### src/rtl/ad574_stream.sv
// ad574_stream: block-averages the AD574 conversion stream, buffers results in a
// first-word-fall-through FIFO and presents them as an AXI4-Stream master with
// packet framing (tlast) and drop detection (sticky ovf).
// Optional feature macro: AD574_OVF_CNT_EN adds the saturating ovf_cnt port.
// Pipeline: input capture -> accumulator/result register -> FIFO write, giving
// tvalid two edges after the edge that captures the final strobe.
module ad574_stream #(
  parameter int AVG_LOG2        = 2,
  parameter int FIFO_DEPTH_LOG2 = 4,
  parameter int PKT_LEN         = 16
) (
  input  logic                     clk,
  input  logic                     rstn,
  input  logic                     en,
  input  logic [11:0]              data,
  input  logic                     data_valid,
  output logic [15:0]              m_axis_tdata,
  output logic                     m_axis_tvalid,
  input  logic                     m_axis_tready,
  output logic                     m_axis_tlast,
  output logic [FIFO_DEPTH_LOG2:0] fifo_level,
  output logic                     ovf,
  input  logic                     ovf_clr
`ifdef AD574_OVF_CNT_EN
  ,
  output logic [15:0]              ovf_cnt
`endif
);

  localparam int ACC_W = 12 + AVG_LOG2;
  localparam int CNT_W = (AVG_LOG2 > 0) ? AVG_LOG2 : 1;
  localparam logic [CNT_W-1:0] CNT_LAST = CNT_W'((1 << AVG_LOG2) - 1);
  localparam int DEPTH = 1 << FIFO_DEPTH_LOG2;
  localparam int LVL_W = FIFO_DEPTH_LOG2 + 1;
  localparam logic [LVL_W-1:0] LVL_FULL = LVL_W'(DEPTH);
  localparam logic [15:0] BEAT_LAST = 16'(PKT_LEN - 1);

  logic [11:0]                data_q;
  logic                       dv_q;
  logic [ACC_W-1:0]           acc;
  logic [ACC_W-1:0]           sum;
  logic [CNT_W-1:0]           cnt;
  logic                       take;
  logic                       last;
  logic                       res_valid;
  logic [15:0]                res_word;
  logic [3:0]                 seq;
  logic [15:0]                mem [DEPTH];
  logic [FIFO_DEPTH_LOG2-1:0] wr_ptr;
  logic [FIFO_DEPTH_LOG2-1:0] rd_ptr;
  logic [LVL_W-1:0]           level;
  logic [15:0]                beat;
  logic                       full;
  logic                       pop;
  logic                       push;
  logic                       drop;

  assign take = en && dv_q;
  assign last = take && (cnt == CNT_LAST);
  // Accumulator is wide enough for a full block of 12'hFFF samples, so no wrap.
  assign sum  = acc + ACC_W'(data_q);

  assign full = (level == LVL_FULL);
  assign pop  = m_axis_tvalid && m_axis_tready;
  assign push = res_valid && (!full || pop);
  assign drop = res_valid && full && !pop;

  assign m_axis_tvalid = (level != '0);
  assign m_axis_tdata  = m_axis_tvalid ? mem[rd_ptr] : 16'h0000;
  assign m_axis_tlast  = m_axis_tvalid && (beat == BEAT_LAST);
  assign fifo_level    = level;

  // Capture the incoming strobe and data; en gates which strobes are kept.
  always_ff @(posedge clk) begin
    if (!rstn) begin
      dv_q   <= 1'b0;
      data_q <= 12'h000;
    end else begin
      dv_q   <= data_valid && en;
      data_q <= data;
    end
  end

  // Accumulate samples; clear on block completion or whenever en is low.
  always_ff @(posedge clk) begin
    if (!rstn || !en) begin
      acc <= '0;
      cnt <= '0;
    end else if (take) begin
      if (cnt == CNT_LAST) begin
        acc <= '0;
        cnt <= '0;
      end else begin
        acc <= sum;
        cnt <= cnt + 1'b1;
      end
    end
  end

  // Result stage: truncated average tagged with seq; seq advances even if later dropped.
  always_ff @(posedge clk) begin
    if (!rstn) begin
      res_valid <= 1'b0;
      res_word  <= 16'h0000;
      seq       <= 4'd0;
    end else begin
      res_valid <= last;
      if (last) begin
        res_word <= {seq, sum[ACC_W-1 -: 12]};
        seq      <= seq + 4'd1;
      end
    end
  end

  // FIFO storage; no reset needed since reads are gated by the level.
  always_ff @(posedge clk) begin
    if (push) begin
      mem[wr_ptr] <= res_word;
    end
  end

  // FIFO pointers and level; a push into a full FIFO is allowed when a pop frees a slot.
  always_ff @(posedge clk) begin
    if (!rstn) begin
      wr_ptr <= '0;
      rd_ptr <= '0;
      level  <= '0;
    end else begin
      if (push) wr_ptr <= wr_ptr + 1'b1;
      if (pop)  rd_ptr <= rd_ptr + 1'b1;
      case ({push, pop})
        2'b10:   level <= level + 1'b1;
        2'b01:   level <= level - 1'b1;
        default: level <= level;
      endcase
    end
  end

  // Beat counter for packet framing; wraps after the tlast beat.
  always_ff @(posedge clk) begin
    if (!rstn) begin
      beat <= 16'd0;
    end else if (pop) begin
      beat <= (beat == BEAT_LAST) ? 16'd0 : beat + 16'd1;
    end
  end

  // Sticky overflow flag; clear wins over a simultaneous drop.
  always_ff @(posedge clk) begin
    if (!rstn || ovf_clr) begin
      ovf <= 1'b0;
    end else if (drop) begin
      ovf <= 1'b1;
    end
  end

`ifdef AD574_OVF_CNT_EN
  // Saturating drop counter; clear wins over a simultaneous increment.
  always_ff @(posedge clk) begin
    if (!rstn || ovf_clr) begin
      ovf_cnt <= 16'h0000;
    end else if (drop && (ovf_cnt != 16'hFFFF)) begin
      ovf_cnt <= ovf_cnt + 16'h0001;
    end
  end
`endif

endmodule

### config.mk
export PLATFORM = sky130hd
export DESIGN_NAME = ad574_stream
export DESIGN_NICKNAME = d
export VERILOG_FILES = /design/src/rtl/ad574_stream.sv
export SDC_FILE = /design/constraint.sdc
export NUM_CORES = 1
export LEC_CHECK = 0
export BUFFER_PORTS_ARGS = -buffer_cell sky130_fd_sc_hd__buf_2
export CAP_MARGIN = 10
export CORE_ASPECT_RATIO = 2
export CORE_MARGIN = 2
export CORE_UTILIZATION = 45
export CTS_CLUSTER_SIZE = 12
export DETAILED_ROUTE_END_ITERATION = 6
export SYNTH_ARGS = -nofsm -noshare
export SYNTH_HDL_FRONTEND = slang
export SYNTH_SLANG_ARGS = --single-unit
export TNS_END_PERCENT = 30
### constraint.sdc
create_clock -name clk -period 5.2 [get_ports clk]
set_input_delay 0.26 -clock clk [delete_from_list [all_inputs] [get_ports clk]]
set_output_delay 0.26 -clock clk [all_outputs]
set_load 0.1 [all_outputs]
Yosys cells after proc, flatten, opt, wreduce, memory -nomap -nowiden

Memory sizes are Yosys's and may differ from the RTL's. A register that Yosys moved wholly into a read port is not among the register bits.
Cells that the tools add are included.

Bits in registers: 80
Bits in writable memories: 256
Bits of input ports: 18
Output and inout port bits: 24
Logic and storage cells: 52
Memories: 1

Memories:

| memory | depth | bits a word | rd ports | clocked after Yosys merged registers in | wr ports | line | RTL |
|---|---|---|---|---|---|---|---|
| mem    | 16    | 16          | 1        | 1                                       | 1        | 48   | `logic [15:0] mem [DEPTH];` |

$add $sub $neg: 8
Eq/ne operators: 5
Mux-type cells: 9
Reduce and logical (&&, ||, !) cells: 17

Operator list:

| cell                  | count |
|---|---|
| $mux 16               | 2 |
| $add 16x1->16 const B | 1 |
| $eq 16x4->1 const B   | 1 |
| $add 14x12->14        | 1 |
| $mux 14               | 1 |
| $add 4x1->4 const B   | 3 |
| $pmux 5 s2            | 1 |
| $logic_and 1x1->1     | 8 |
| $mux 4                | 2 |
| $add 5x1->5 const B   | 1 |
| $eq 5x5->1 const B    | 1 |
| $reduce_bool 5->1     | 1 |
| $sub 5x1->5 const B   | 1 |
| $eq 2x2->1 const B    | 2 |
| $logic_not 1->1       | 4 |
| $logic_or 1x1->1      | 3 |
| $add 2x1->2 const B   | 1 |
| $eq 2x1->1 const B    | 1 |
| $mux 1                | 2 |
| $mux 2                | 1 |
| $reduce_bool 2->1     | 1 |

Longest topological paths before layout

Word-level depth: 6
Depth in mapped cells: 12
Gate-level depth less buffers: 12

Least setup slack after synthesis

No wires, ideal clock.

Path type: reg2out
From: register level[1], in the netlist fifo_level[1]
To: output port m_axis_tdata[10]
Arrival time: 3.381 ns
Path slack: 1.559 ns
Cell stages (with the launch flop): 6
Buffers on the path: 1
Cell sequence: dfxtp_1 > nor4_4 > and2_4 > inv_2 > clkbuf_1 > and2_1

Cells in the longest elaborated chain, start to end: 2

RTL lines:

| item                   | line | RTL |
|---|---|---|
| from (decl)            | 51   | `logic [LVL_W-1:0] level;` |
| from (signal assigned) | 132  | `2'b10: level <= level + 1'b1;` |
| from (signal assigned) | 133  | `2'b01: level <= level - 1'b1;` |
| from (signal assigned) | 134  | `default: level <= level;` |
| $reduce_bool 5->1      | 68   | `assign m_axis_tvalid = (level != '0);` |
| net m_axis_tvalid      | 18   | `output logic m_axis_tvalid,` |
| $mux 16                | 69   | `assign m_axis_tdata = m_axis_tvalid ? mem[rd_ptr] : 16'h0000;` |
| to (decl)              | 17   | `output logic [15:0] m_axis_tdata,` |

The timed path passes the listed nets, and every way through them passes these cells.

==> impl_metrics.csv <==
group,metric,value,unit
finish,areaGrowthSynthToFinish,13.1,%
setup_path,worst-path-max-fanout,34,
floorplanning,dieHeight,251,um
timing,hold_viol,0,
timing,period_minus_slack,3480,ps
setup_path,r2r_start,"fifo_level[0]",
detailed_routing,routed_via_density,5.65,
global_route,antenna_found_initial,0,
detailed_routing,wl_per_cell,22.0,um
pwr,p_comb_share,31.1,%
setup_path,path_class,"reg2out",
setup_path,cp_cell_sequence,"buf_12, mux4_2, mux4_2, and2_1, buf_2",
timing,timing.fmax,0.287,GHz
global_route,grt_pass1_wl,44000,um
detailed_routing,first_pass_iters,5,
clocking,tritoncts,"built",
setup_path,cpPeakStageDelay,810,ps
pwr,swShare,37.3,%
finish,antenna_cells,0,
finish,finalNonFillerCells,1298,
outcome,outcome,"finished clean",
floorplanning,ios,42,
yosys,synth_edf_count,256,
timing,worst_pin_slew,931,ps
floorplanning,rows,90,
yosys,yosys_warnings,0,
pwr,p_total,7.56,mW
clocking,cts.path.max_buffers,3,
place,gp_congestion,0.791,
setup_path,cp-end-kind,"output port",
global_route,grt_usage,18.5,%
clocking,clock_sinks,340,
detailed_routing,totalWireLength,28600,um
worst_hold_path,hold_path_startpoint,"en",
setup_path,cp_slowest_cell,"dfxtp_4",
detailed_routing,vias,7335,
yosys,syn_area,13700,um^2
global_route,overflow,0,
setup_path,start_kind,"flip-flop",
yosys,syn_area_per_cell,16.3,um^2
finish,final_util,51.5,%
floorplanning,design.die.area,31900,um^2
timing,slew_headroom,37.9,%
place,io_buffer_count,41,
clocking,postCtsSetupBuffers,0,
finish,drive_gt1_share,22.5,%
yosys,synth_cell_type_count,58,
pwr,vdd_drop_max,382,uV
pwr,power_density,488,nW/um^2
clocking,clk_latency,520,ps
timing,rsz0062_at_grt,"false",
timing,setup_viol,0,
clocking,htreeDepth,2,
floorplanning,start_util,45.6,%
timing,finalClockSkew,18.7,ps
pwr,p_clk_share,28.4,%
pwr,p_leak,4.99,nW
floorplanning,coreArea,30100,um^2
detailed_routing,drtAntennaViolNets,0,
yosys,ys_ff_latch,340,
clocking,cts-buffers-inserted,34,
setup_path,cp.arrival,3220,ps
yosys,syn_inst,841,
timing,period_share,67.0,%
yosys,async_flop_share,0,%
detailed_routing,drc,0,
yosys,syn_nets,882,
place,place_ws,2190,ps
yosys,yosysSeqAreaShare,68.4,%
timing,setup-tns-final,0,ps
finish,final_nets,960,
place,dp.cells,1237,
clocking,cts.clk_slew.worst_paths,60,ps
yosys,synth_top_flop_cell,"edfxtp_1",
detailed_routing,first_iter_violations,561,
run,cap_violations,0,
pwr,power_switching,2.82,mW
place,hpwl,17900,um
setup_path,crit_required,4940,ps
clocking,ctsRootBufferMaster,"clkbuf_16",
setup_path,cp_common_cell,"mux4_2",
floorplanning,die_x,127,um
pwr,pwr-share-seq,40.5,%
global_route,grt_max_degree,35,
worst_hold_path,hold_path.class,"in2reg",
finish,fillers,2452,
timing,fin_ws,1720,ps
global_route,grt_pass1_vias,7666,
timing,drv_slew,0,
pwr,p_int,4.74,mW
## cell type report
cell class	count	area, um^2	share of cell area, %
clock buffers	43	888	5.74
well taps	368	460	2.97
clock inverters	4	41.3	0.267
inverters	21	78.8	0.509
multi-input cells	444	4110	26.6
repair buffers	78	531	3.43
flip-flops and latches	340	9370	60.5
## layout by cell type (no fill, tap or decap), types with 3 or more instances in the layout
master	synthesis	layout
buf_4	1	22
and2_1	30	30
nand4_1	9	9
ha_1	22	22
a22oi_1	5	5
or3_1	6	6
nand3b_1	4	4
dlygate4sd3_1	0	14
a211oi_1	4	4
nor3b_1	4	4
edfxtp_1	256	256
nor2_1	67	55
a21oi_1	30	30
mux2i_1	4	4
o2111ai_1	3	3
dfxtp_1	84	82
nor2_2	0	12
and3_1	4	4
a31oi_1	3	3
a21o_1	7	7
xor2_1	15	15
clkbuf_16	0	34
nand3_1	14	14
xnor2_1	17	17
nor3_1	11	7
inv_1	19	19
nand2b_1	8	8
nand2_1	46	46
nor3_2	0	4
buf_2	3	41
clkbuf_1	19	8
mux4_2	80	80
o21ai_0	17	17
## state kept, by name, summed over array words and instances, names as in the netlist, named ones only
name	count
fifo_level	5
res_word	16
cnt	2
dv_q	1
ovf	1
data_q	12
mem	256
rd_ptr	4
seq	4
acc	14
res_valid	1
wr_ptr	4
beat	16
## worst max-delay path, delay by kind of cell, from the launching register on
kind                   cells  cell delay [ps]
buffers and inverters      2              630
and+or+nand+nor            1              170
DFF                        1              810
muxes                      2             1020
## per-stage QoR
stage / hold slack (ps) / instance area (um^2)
2_1_floorplan: 337 / 13700
3_3_place_gp: 461 / 14400
3_5_place_dp: 469 / 14400
4_1_cts: 32.6 / 15500
5_1_grt: 56.1 / 15500
6_report: 53.7 / 15500
## power by group through the flow
stage / Sequential (mW) / Combinational, mW / Clock, mW
6_report: 3.06 / 2.35 / 2.15
5_1_grt: 3.08 / 2.46 / 2.29
4_1_cts: 3.07 / 2.38 / 2.20
3_5_place_dp: 3.13 / 2.37 / 0
3_3_place_gp: 3.12 / 2.35 / 0
2_1_floorplan: 3.14 / 1.99 / 0
## cell usage after synthesis, types with 2 or more instances
cell | number | area share [%]
edfxtp_1 | 256 | 56
dfxtp_1 | 84 | 12
mux4_2 | 80 | 13
nor2_1 | 67 | 1.8
nand2_1 | 46 | 1.3
a21oi_1 | 30 | 1.1
and2_1 | 30 | 1.4
ha_1 | 22 | 2.0
clkbuf_1 | 19 | 0.52
inv_1 | 19 | 0.52
o21ai_0 | 17 | 0.62
xnor2_1 | 17 | 1.1
xor2_1 | 15 | 0.96
nand3_1 | 14 | 0.51
nor3_1 | 11 | 0.40
nand4_1 | 9 | 0.41
nand2b_1 | 8 | 0.37
a21o_1 | 7 | 0.38
buf_1 | 7 | 0.19
buf_6 | 6 | 0.49
or3_1 | 6 | 0.27
a22oi_1 | 5 | 0.27
a211oi_1 | 4 | 0.22
and3_1 | 4 | 0.18
mux2i_1 | 4 | 0.29
nand3b_1 | 4 | 0.22
nor3b_1 | 4 | 0.22
a31oi_1 | 3 | 0.14
buf_2 | 3 | 0.11
o2111ai_1 | 3 | 0.19
inv_2 | 2 | 0.055
nor2b_1 | 2 | 0.091
nor4_1 | 2 | 0.091
o211ai_1 | 2 | 0.11
o21a_1 | 2 | 0.11
o21ai_1 | 2 | 0.073
o31ai_1 | 2 | 0.11
o32ai_1 | 2 | 0.13
or4_1 | 2 | 0.11
## routing by layer
layer,vias up,GRT usage (%),wire length (um)
li1,3388,-,-
met1,3722,21.1,10500
met2,176,34.7,15900
met3,49,2.30,1270
met4,0,7.16,905
met5,-,0,0
## worst paths after layout
check,cells after the start,slack (ps),endpoint
worst min-delay path,2,50,dv_q
worst min register to register,2,470,res_word[15]
worst max register to register,11,2190,fifo_level[4]
worst max-delay path,5,1720,m_axis_tdata[10]
## what timing repair did
item | in CTS | in global routing
hold buffers | 14 | 0
endpoints found under the hold margin | 14 | 0
gates resized for setup | 0 | 0
## kinds of logic after synthesis
| logic type | count (synthesis) | synth area share, % |
|---|---|---|
| simple gates | 214 | 7.75 |
| mux | 85 | 13.5 |
| buf+inv | 57 | 1.95 |
| fa+ha+maj | 23 | 2.16 |
| xor+xnor | 32 | 2.05 |
| flops | 340 | 68.4 |
| compound gates | 90 | 4.18 |
Note: power is estimated with default switching activity, not from simulation.
